--- src/rtl/id_ex_reg.sv ---
// ID/EX pipeline register: captures decoded operands/control, inserts bubbles,
// detects load-use hazards and, with ID_EX_FWD_EN defined, forwards EX operands.
module id_ex_reg #(
    parameter int DW  = 16,
    parameter int RW  = 4,
    parameter int OPW = 4
) (
    input  logic           clk,
    input  logic           rst,
    input  logic           stall,
    input  logic           flush,
    input  logic           id_valid,
    input  logic [OPW-1:0] id_opcode,
    input  logic [RW-1:0]  id_rs,
    input  logic [RW-1:0]  id_rt,
    input  logic [RW-1:0]  id_rd,
    input  logic [DW-1:0]  id_rs_data,
    input  logic [DW-1:0]  id_rt_data,
    input  logic [DW-1:0]  id_imm,
    input  logic           id_reg_write,
    input  logic           id_mem_read,
    input  logic           id_mem_write,
    input  logic           exm_reg_write,
    input  logic [RW-1:0]  exm_rd,
    input  logic [DW-1:0]  exm_data,
    input  logic           mwb_reg_write,
    input  logic [RW-1:0]  mwb_rd,
    input  logic [DW-1:0]  mwb_data,
    output logic           ex_valid,
    output logic [OPW-1:0] ex_opcode,
    output logic [RW-1:0]  ex_rd,
    output logic [DW-1:0]  ex_a,
    output logic [DW-1:0]  ex_b,
    output logic [DW-1:0]  ex_imm,
    output logic           ex_reg_write,
    output logic           ex_mem_read,
    output logic           ex_mem_write,
    output logic           hz_stall
);

    typedef struct packed {
        logic           valid;
        logic [OPW-1:0] opcode;
        logic [RW-1:0]  rs;
        logic [RW-1:0]  rt;
        logic [RW-1:0]  rd;
        logic [DW-1:0]  rs_data;
        logic [DW-1:0]  rt_data;
        logic [DW-1:0]  imm;
        logic           reg_write;
        logic           mem_read;
        logic           mem_write;
    } ex_stage_t;

    ex_stage_t stage_q, stage_d;

    always_comb begin
        stage_d = stage_q;
        if (flush) begin
            stage_d = '0;
        end else if (!stall) begin
            stage_d.valid     = id_valid;
            stage_d.opcode    = id_opcode;
            stage_d.rs        = id_rs;
            stage_d.rt        = id_rt;
            stage_d.rd        = id_rd;
            stage_d.rs_data   = id_rs_data;
            stage_d.rt_data   = id_rt_data;
            stage_d.imm       = id_imm;
            // A non-instruction must never write state downstream.
            stage_d.reg_write = id_valid & id_reg_write;
            stage_d.mem_read  = id_valid & id_mem_read;
            stage_d.mem_write = id_valid & id_mem_write;
        end
    end

    always_ff @(posedge clk) begin
        if (rst) stage_q <= '0;
        else     stage_q <= stage_d;
    end

    always_comb begin
        ex_a = (stage_q.rs == '0) ? '0 : stage_q.rs_data;
        ex_b = (stage_q.rt == '0) ? '0 : stage_q.rt_data;
`ifdef ID_EX_FWD_EN
        // Youngest producer (EX/MEM) wins over MEM/WB; R0 is never forwarded.
        if (stage_q.rs != '0) begin
            if (exm_reg_write && exm_rd == stage_q.rs)      ex_a = exm_data;
            else if (mwb_reg_write && mwb_rd == stage_q.rs) ex_a = mwb_data;
        end
        if (stage_q.rt != '0) begin
            if (exm_reg_write && exm_rd == stage_q.rt)      ex_b = exm_data;
            else if (mwb_reg_write && mwb_rd == stage_q.rt) ex_b = mwb_data;
        end
`endif
    end

`ifndef ID_EX_FWD_EN
    logic unused_fwd;
    assign unused_fwd = ^{exm_reg_write, exm_rd, exm_data, mwb_reg_write, mwb_rd, mwb_data};
`endif

    assign ex_valid     = stage_q.valid;
    assign ex_opcode    = stage_q.opcode;
    assign ex_rd        = stage_q.rd;
    assign ex_imm       = stage_q.imm;
    assign ex_reg_write = stage_q.valid & stage_q.reg_write;
    assign ex_mem_read  = stage_q.valid & stage_q.mem_read;
    assign ex_mem_write = stage_q.valid & stage_q.mem_write;

    assign hz_stall = ex_valid & ex_mem_read & id_valid & (stage_q.rd != '0) &
                      ((stage_q.rd == id_rs) | (stage_q.rd == id_rt));

endmodule
--- config.mk ---
export PLATFORM = sky130hd
export DESIGN_NAME = id_ex_reg
export DESIGN_NICKNAME = d
export VERILOG_FILES = /design/src/rtl/id_ex_reg.sv
export SDC_FILE = /design/constraint.sdc
export NUM_CORES = 1
export LEC_CHECK = 0
export ABC_CLOCK_PERIOD_IN_PS = 1200
export BUFFER_PORTS_ARGS = -buffer_cell sky130_fd_sc_hd__buf_4
export CORE_ASPECT_RATIO = 1.5
export CORE_MARGIN = 2
export CORE_UTILIZATION = 45
export CTS_BUF_LIST = sky130_fd_sc_hd__clkbuf_8
export CTS_CLUSTER_SIZE = 30
export DETAILED_ROUTE_END_ITERATION = 8
export MAX_ROUTING_LAYER = met4
export PLACE_DENSITY = 0.91
export SYNTH_ARGS = -nofsm -noshare
export SYNTH_HDL_FRONTEND = slang
export SYNTH_SLANG_ARGS = --single-unit
--- constraint.sdc ---
create_clock -name clk -period 1.2 [get_ports clk]
set_input_delay 0.12 -clock clk [delete_from_list [all_inputs] [get_ports clk]]
set_output_delay 0.12 -clock clk [all_outputs]
set_load 0.005 [all_outputs]
==> impl_metrics.yaml, run 1 <==
outcome:
  status: "finished, violations left"
  violations: "negative setup slack"
critical_path:
  cp-end-kind: "primary output"
  slowest_delay_ps: 330
  required_ps: 1080
  regToRegSetupSlack_ps: 400
  rr_worst_depth: 3
  worstPathArrival_ps: 1480
  crit_fanout: 13
  timing.rr.end: "ex_rd[2]"
  r2r_start: "ex_rd[2]"
  slowest_stage: "dfxtp_2"
  crit_type: "flip-flop to primary output"
  crit_chain: "nor4_4 -> buf_12 -> and2b_1 -> buf_6"
  start_kind: "flip-flop"
routing:
  drt_iter0_drc: 87
  drc: 0
  first_pass_iters: 4
  antenna_left: 0
  wl_per_cell_um: 13.97
  via_count: 2401
  viasPerCell: 4.802
  wl_um: 6984
synth:
  synth_seq_cells: 68
  yosysTopAreaCellShare_pct: 45.11
  synth_warnings: 0
  ys_seq_area_share_pct: 45.11
  netlist_instances: 298
  yosysUniqueCellTypes: 21
  synth_top_cell_by_area: "dfxtp_1"
  syn_avg_cell_area_um2: 10.13
  syn-num-nets: 412
  syn_area_um2: 3018
  synth_area_leaders: "dfxtp_1 (45%), mux2i_1 (21%), nor2_1 (8.5%)"
clock_tree:
  clk_pin_slew_ps: 70
  cts_root_buf: "clkbuf_8"
  h-tree-depth: 3
  clk_latency_ps: 330
  cts_tree: "done"
  cts_buffer_depth: 2
  clock_sinks: 68
  cts_made_buffers: 9
layout:
  syn_to_final_growth_pct: 42.87
  fin_nets: 535
  multi_input_area_um2: 1380
  design_area_um2: 4312
  num-fill-cells: 535
  seqCellArea_um2: 1366
  drive_gt1_share_pct: 43.16
  antenna_cells: 0
power_and_ir_drop:
  leakagePower_nw: 2.097
  vdd_ir_drop_max_uv: 745.8
  power_density_nw_per_um2: 1086
  p_total_mw: 4.684
sta:
  whs_ps: 8.978
  slew_headroom_pct: 80.74
  setup_ws_ps: -396.7
  timing.final.crit_period_ps: 1597
  tightest_slew_ps: 288.9
  setup-tns-final_ps: -11530
  hold_viol_final: 0
  period_share_pct: 133.1
  finalMaxSlewViolations: 0
  fmax_mhz: 626.3
  rsz0062_at_grt: "true"
  clock_skew_ps: 0
  finalSetupViolations: 33
global_routing:
  grt_pass1_vias: 2493
  grt-ovfl-total: 0
  grt_use_total_pct: 19.67
  grt_max_degree: 69
  grt_pass1_wl_um: 11270
  antenna_found_initial: 0
die:
  die_h_um: 104.3
  core_region_area_um2: 6486
  placementRows: 36
  die_width_um: 70.87
  initial_core_util_pct: 46.53
  boundaryPins: 175
  die-area_um2: 7391
placed_design:
  numPortBuffers: 132
  place_hpwl_um: 5028
  place_area_um2: 3955
  gp_congestion: 0.8304
  place_ws_ps: -62.83
hold_path:
  holdPathStages: 3
  hold_end: "stage_q[37]"
  hold_class: "primary input to flip-flop"
  hp-start: "id_rs_data[2]"
job:
  drv_cap: 0
[how the worst max path moves through the flow]
| stage | startpoint | cells past startpoint | endpoint | slack [ps] |
|---|---|---|---|---|
| 5_1_grt | stage_q[62] | 4 | ex_a[2] | -470 |
| 2_1_floorplan | stage_q[62] | 3 | ex_a[12] | 110 |
| 4_1_cts | stage_q[62] | 4 | ex_a[2] | -440 |
| 6_report | stage_q[62] | 4 | ex_a[2] | -400 |
| 3_3_place_gp | stage_q[62] | 4 | ex_a[15] | -70 |
| 3_5_place_dp | stage_q[62] | 4 | ex_a[2] | -60 |
[synth_stat cells (all sizes together)]
cell type	count
buf	38
clkbuf	4
and2b	12
nand3	1
a21oi	2
a22oi	3
nor4	2
nor2b	21
and2	3
dfxtp	68
mux2i	64
or4	1
xnor2	8
nand4	2
nor2	68
or2	1
[metal layers]
metal | track usage (%) | up-vias | share of wire [%]
li1 | - | 1189 | -
met5 | - | - | 0
met4 | 11.05 | 0 | 2.7
met1 | 21.05 | 1113 | 38
met3 | 3.973 | 16 | 6.0
met2 | 33.24 | 83 | 53
[metrics by stage]
step / util, % / cells
6_report: 66.47 / 500
5_1_grt: 66.47 / 500
4_1_cts: 65.01 / 499
3_5_place_dp: 60.98 / 479
3_3_place_gp: 60.98 / 479
2_1_floorplan: - / 298
[power by group]
part	internal (mW)	leakage (nW)	switching [mW]
logic	0.465	1.45	0.295
registers	2.33	0.556	0.0425
clock network	0.764	0.0890	0.786
[flip-flops by register name, indices dropped and copies added (netlist names)]
name	cells
ex_imm	16
ex_rd	4
ex_valid	1
stage_q	43
ex_opcode	4
[timing repair]
action	4_1_cts	5_1_grt
setup buffers	2	0
endpoints found under the hold margin	4	0
gates cloned	0	1
pin swaps	3	1
resized for setup	15	17
hold buffers	4	0
setup endpoints to repair	33	34
[placed cells by master, fill, tap and decap left out, drive strengths merged]
master and count:
a21oi 2, a22oi 3, or2 1, inv 1, nor4 2, and2 3
and2b 12, buf 149, clkinv 3, or4 1, nand4 2, clkbuf 11
nor2b 21, mux2i 64, nand3 1, dlygate4sd3 4, nor2 68, dfxtp 68
xnor2 8
[cell type report]
class                      instances  share of cell area (%)
multi-input combinational        188                   32.01
sequential                        68                   31.69
timing repair buffer             154                   30.47
clock buffer                      10                   3.192
tap                               76                   2.205
clock inverter                     4                  0.4353
[worst max-delay path: cells and delay by family, from the launching register on]
| family | cells | cell delay [ps] |
|---|---|---|
| AND/OR/NAND/NOR | 2 | 510 |
| buffers and inverters | 2 | 280 |
| flip-flops | 1 | 330 |
[cells by family (layout without fill, tap and decap cells)]
kind of cell,Yosys count,count (layout),share of synthesized area (%)
AND/OR/NAND/NOR,111,111,19.53
multiplexers,64,64,21.23
XOR/XNOR,8,8,2.322
flip-flops,68,68,45.11
buffers and inverters,42,168,10.74
AO/OA/AOI/OAI,5,5,1.078
(Power assumes the default switching activity.)
==> run 2: changes to the inputs <==
- ABC_CLOCK_PERIOD_IN_PS: 1200 -> 1450
- CORE_UTILIZATION: 45 -> 41
- PLACE_DENSITY: 0.91 -> 0.88
- clock period: 1.2 -> 1.45 ns (I/O delays scaled with it)
==> run 2 against run 1 <==
First-iteration DRC count grew 5.7%. Final cell count rose by 4.0%. Setup slack better by 230 ps. Critical path depth did not move. Die area grew 9.3%. Final area is 1.3% higher. Utilization shrank 5.6 points. Worst hold slack improved by 35 ps. Global-route usage shrank 1.9 points. Highest routed layer unchanged. The run still ends with negative setup slack left. Register-to-register slack gained 280 ps. Largest cell class is now sequential cells. Clock power up 30%. Combinational power is 19% lower.
==> impl_metrics.yaml, run 2 (synthesized netlist as in run 1, its figures left out) <==
routing:
  antenna_left: 0
  first_pass_iters: 4
  via_count: 2340
  drc: 0
  wl_per_cell_um: 12.96
  viasPerCell: 4.500
  wl_um: 6739
  drt_iter0_drc: 92
power_and_ir_drop:
  vdd_ir_drop_max_uv: 650.3
  internal_power_mw: 3.640
  leakagePower_nw: 2.123
  power.share.switching_pct: 20.75
  clkPwrFrac_pct: 43.9
  power.switching_mw: 0.9531
  power_density_nw_per_um2: 1052
  p_total_mw: 4.593
  comb_power_share_pct: 13.4
  seq_power_share_pct: 42.7
sta:
  rsz0062_at_grt: "true"
  slew_headroom_pct: 74.86
  period_share_pct: 111.8
  clock_skew_ps: 0
  fmax_mhz: 617.1
  setup_ws_ps: -170.5
  timing.final.crit_period_ps: 1620
  tightest_slew_ps: 377.2
  finalMaxSlewViolations: 0
  hold_viol_final: 0
  finalSetupViolations: 33
  whs_ps: 43.99
layout:
  drive_gt1_share_pct: 43.57
  largest_register: "stage_q"
  utilization_pct: 60.84
  largest_reg_flops: 43
  syn_to_final_growth_pct: 44.73
  final_cell_mix: "buf_4 (130), nor2_1 (68), dfxtp_1 (65)"
  antenna_cells: 0
  layout_commonest_cell: "buf_4"
  fin_cells: 520
  fin_nets: 529
global_routing:
  grt_pass1_wl_um: 10700
  grt_max_degree: 69
  grt-ovfl-total: 0
  grt_use_total_pct: 17.81
  grt_pass1_vias: 2471
  antenna_found_initial: 0
hold_path:
  hold_class: "primary input to flip-flop"
  holdPathStages: 3
  hold_end: "stage_q[32]"
  hp-start: "id_rt_data[13]"
critical_path:
  start_kind: "flip-flop"
  rr_worst_depth: 3
  required_ps: 1310
  slowest_delay_ps: 330
  cpLargestDelayFamily: "simple AND/OR/NAND/NOR gates"
  r2r_start: "ex_rd[0]"
  worstPathArrival_ps: 1480
  timing.rr.end: "ex_rd[0]"
  regToRegSetupSlack_ps: 680
  slowest_stage: "dfxtp_2"
  cp_num_buf_inv: 2
  cp-end-kind: "primary output"
  crit_type: "flip-flop to primary output"
  crit_chain: "nor4_4 -> buf_12 -> and2b_1 -> buf_4"
  crit_fanout: 10
die:
  boundaryPins: 175
  initial_core_util_pct: 42.04
  placementRows: 38
  die_h_um: 109.1
  core_region_area_um2: 7179
  die_width_um: 74.05
  die-area_um2: 8077
outcome:
  status: "finished, violations left"
  violations: "negative setup slack"
clock_tree:
  hold_buffers: 0
  cts_root_buf: "clkbuf_8"
  cts_tree: "done"
  clock_sinks: 68
  cts_made_buffers: 9
  cts_buffer_depth: 2
  h-tree-depth: 3
  clk_pin_slew_ps: 70
  clk_latency_ps: 330
placed_design:
  place_hpwl_um: 4937
  place_inst: 498
  numPortBuffers: 132
  gp_congestion: 0.8157
job:
  drv_cap: 0
[run 2: cell types whose count changed in the layout (fill, tap and decap cells not counted), moves of 4 or more]
cell / before / now
dlygate4sd3_1: 4 / 0
buf_4: 126 / 130
nor2b_2: 4 / 8
nor2b_4: 6 / 0
buf_6: 18 / 10
[run 2: routing by layer]
metal | vias up | global-route usage [%] | share of wire [%]
met3 | 12 | 4.436 | 7.0
met2 | 86 | 30.87 | 54
met4 | 0 | 9.091 | 2.4
li1 | 1184 | - | -
met5 | - | - | 0
met1 | 1058 | 18.22 | 37
[run 2: timing repair]
item                                    4_1_cts  5_1_grt
resized for setup                            10        8
endpoints found under the setup margin       33       33
pin swaps                                     2        2
buffers inserted                              4        2
[run 2: worst max-delay path by stage]
stage                            from        to  slack, ps  depth (start not counted)
after floorplan           stage_q[62]  ex_a[12]        330                          3
after global placement    stage_q[62]  ex_a[15]        170                          4
after detailed placement  stage_q[62]   ex_a[3]        160                          4
after CTS                 stage_q[62]   ex_a[3]       -200                          4
after global routing      stage_q[62]   ex_a[0]       -220                          4
final                     stage_q[62]   ex_a[3]       -170                          4
[run 2: metrics by stage]
step / setup slack (ps) / TNS [ps] / cell area (um2)
2_1_floorplan: 331.8 / 0 / 3018
3_5_place_dp: 156.2 / 0 / 3960
6_report: -170.5 / -4437 / 4368
4_1_cts: -201.5 / -5215 / 4318
5_1_grt: -222.3 / -6496 / 4368
3_3_place_gp: 165.1 / 0 / 3960
[run 2: final cells by class]
type	count	area, um2
fillers	592	2811
clock buffers	13	178.9
repair buffers	148	1249
well taps	100	125.1
multi-input cells	188	1360
flip-flops and latches	68	1365
clock inverters	3	90.09
[run 2: power groups by stage]
stage,clock (mW),combinational (mW),sequential (mW)
detailed placement,0,0.568,2.00
finish,2.02,0.614,1.96
global placement,0,0.554,2.00
global route,2.14,0.668,1.97
CTS,2.07,0.607,1.96
floorplan,0,0.323,2.00
[run 2: worst reg2reg max path: stages (launching register included)]
cell and delay (ps):
dfxtp_2 320, buf_4 150, mux2i_1 130, nor2_1 50
==> run 3: changes to the inputs <==
- CORE_ASPECT_RATIO: 1.5 -> unset
- CTS_BUF_LIST: sky130_fd_sc_hd__clkbuf_8 -> sky130_fd_sc_hd__clkbuf_4
==> run 3 against run 2 <==
Non-clock buffer count rose by 64. Wire length increased by 22%. Utilization grew 5.9 points. Critical path type unchanged. Flip-flop and latch count stayed put. Setup slack lost 55 ps. Sequential power is essentially flat. Fmax shrank 3.3%. Combinational power up 23%. The run still ends with negative setup slack left. Largest cell class is now non-clock buffers.
==> impl_metrics.yaml, run 3 (synthesized netlist as in run 1, its figures left out) <==
outcome:
  status: "finished, violations left"
  violations: "negative setup slack"
layout:
  utilization_pct: 66.77
  layout_commonest_cell: "buf_4"
  largest_register: "stage_q"
  largest_reg_flops: 43
  antenna_cells: 0
  num-fill-cells: 539
  syn_to_final_growth_pct: 58.75
  final_cell_mix: "buf_4 (132), nor2_1 (68), dlygate4sd3_1 (65)"
  drive_gt1_share_pct: 36.93
  design_area_um2: 4791
  fin_nets: 593
routing:
  first_pass_iters: 4
  wl_met2_um: 4430
  wl_met1_um: 3124
  drt_iter0_drc: 36
  antenna_left: 0
  drc: 0
  wl_per_cell_um: 14.14
  via_count: 2684
  wl_um: 8216
  viasPerCell: 4.620
  top_layer: "met4"
  wl_met3_um: 369
placed_design:
  place_ws_ps: 139.9
  place_hpwl_um: 4741
  gp_congestion: 0.7514
  place_area_um2: 3931
  numPortBuffers: 132
critical_path:
  rr_worst_depth: 3
  r2r_start: "ex_rd[0]"
  crit_type: "flip-flop to primary output"
  start_kind: "flip-flop"
  required_ps: 1310
  timing.rr.end: "ex_rd[0]"
  worstPathArrival_ps: 1530
  cp-end-kind: "primary output"
  slowest_delay_ps: 350
  crit_fanout: 9
  slowest_stage: "dfxtp_2"
  startpoint: "stage_q[57]"
  crit_chain: "nor4_4 -> buf_12 -> and2b_1 -> buf_4"
  regToRegSetupSlack_ps: 660
die:
  die_width_um: 89.80
  die-area_um2: 8063
  boundaryPins: 175
  die_h_um: 89.80
  core_region_area_um2: 7176
  placementRows: 31
  initial_core_util_pct: 42.06
sta:
  rsz0062_at_grt: "true"
  timing.final.crit_period_ps: 1675
  finalMaxSlewViolations: 0
  period_share_pct: 115.5
  tightest_slew_ps: 334.7
  finalSetupViolations: 33
  clock_skew_ps: 0
  slew_headroom_pct: 77.69
  hold_viol_final: 0
  setup_ws_ps: -225.2
  fmax_mhz: 596.9
global_routing:
  grt_pass1_wl_um: 13530
  antenna_found_initial: 0
  grt_use_total_pct: 21.44
  grt_pass1_vias: 2884
  grt_max_degree: 69
  grt-ovfl-total: 0
clock_tree:
  cts_root_buf: "clkbuf_4"
  cts_tree: "done"
  cts_buffer_depth: 2
  clk_latency_ps: 380
  cts_made_buffers: 9
  clk_pin_slew_ps: 90
  clock_sinks: 68
  h-tree-depth: 3
power_and_ir_drop:
  power_density_nw_per_um2: 761.8
  leakagePower_nw: 2.287
  vdd_ir_drop_max_uv: 358.7
hold_path:
  holdPathStages: 3
  hold_end: "stage_q[56]"
  hold_class: "primary input to flip-flop"
  hp-start: "id_rt[1]"
job:
  drv_cap: 0
==> run 3: cell types whose count changed in the layout (fill, tap and decap cells not counted), sizes merged <==
cell,change
clkbuf,-4
bufinv,-3
buf,-1
clkinv,+5
dlygate4sd3,+65
==> run 3: power by group <==
group          switching [mW]  internal, mW
registers              0.0370          1.93
clock network           0.617         0.312
logic                   0.273         0.482
==> run 3: worst max-delay path by stage <==
stage | endpoint | cells past startpoint
finish | ex_b[1] | 4
global route | ex_b[3] | 4
CTS | ex_b[1] | 4
detailed placement | ex_b[1] | 4
global placement | ex_b[3] | 4
floorplan | ex_a[12] | 3
==> run 3: final cells by class <==
class                      count  area, um2  area share, %
timing repair buffer         212       1863          38.89
clock buffer                   9      67.56          1.410
sequential                    68       1368          28.55
clock inverter                 5      21.27         0.4440
multi-input combinational    188       1348          28.13
tap                           99      123.9          2.586
==> run 3: stage by stage <==
step / cells / total power, mW / hold WS (ps) / setup TNS [ps]
2_1_floorplan: 298 / 2.321 / 288.9 / 0
3_3_place_gp: 495 / 2.545 / 373.1 / 0
3_5_place_dp: 495 / 2.562 / 383.4 / 0
4_1_cts: 580 / 3.691 / 0.4904 / -7690
5_1_grt: 581 / 3.837 / 36.69 / -9212
6_report: 581 / 3.650 / 40.01 / -6507
==> run 3: repair_timing <==
action                                 CTS  global route
pin swaps                                1             1
setup endpoints to repair               33            33
setup buffers                            6             1
hold buffers                            65             0
resized for setup                       11             7
endpoints found under the hold margin   65             0
==> run 3: layer usage <==
metal,track usage [%],vias up
met5,-,-
met4,11.54,0
met3,4.443,28
met2,38.89,100
met1,21.62,1241
li1,-,1315
==> run 3: worst max-delay path: cells and delay by family, from the launching register on <==
family / cells / cell delay [ps]
simple gates: 2 / 510
buf+inv: 2 / 290
flops: 1 / 350
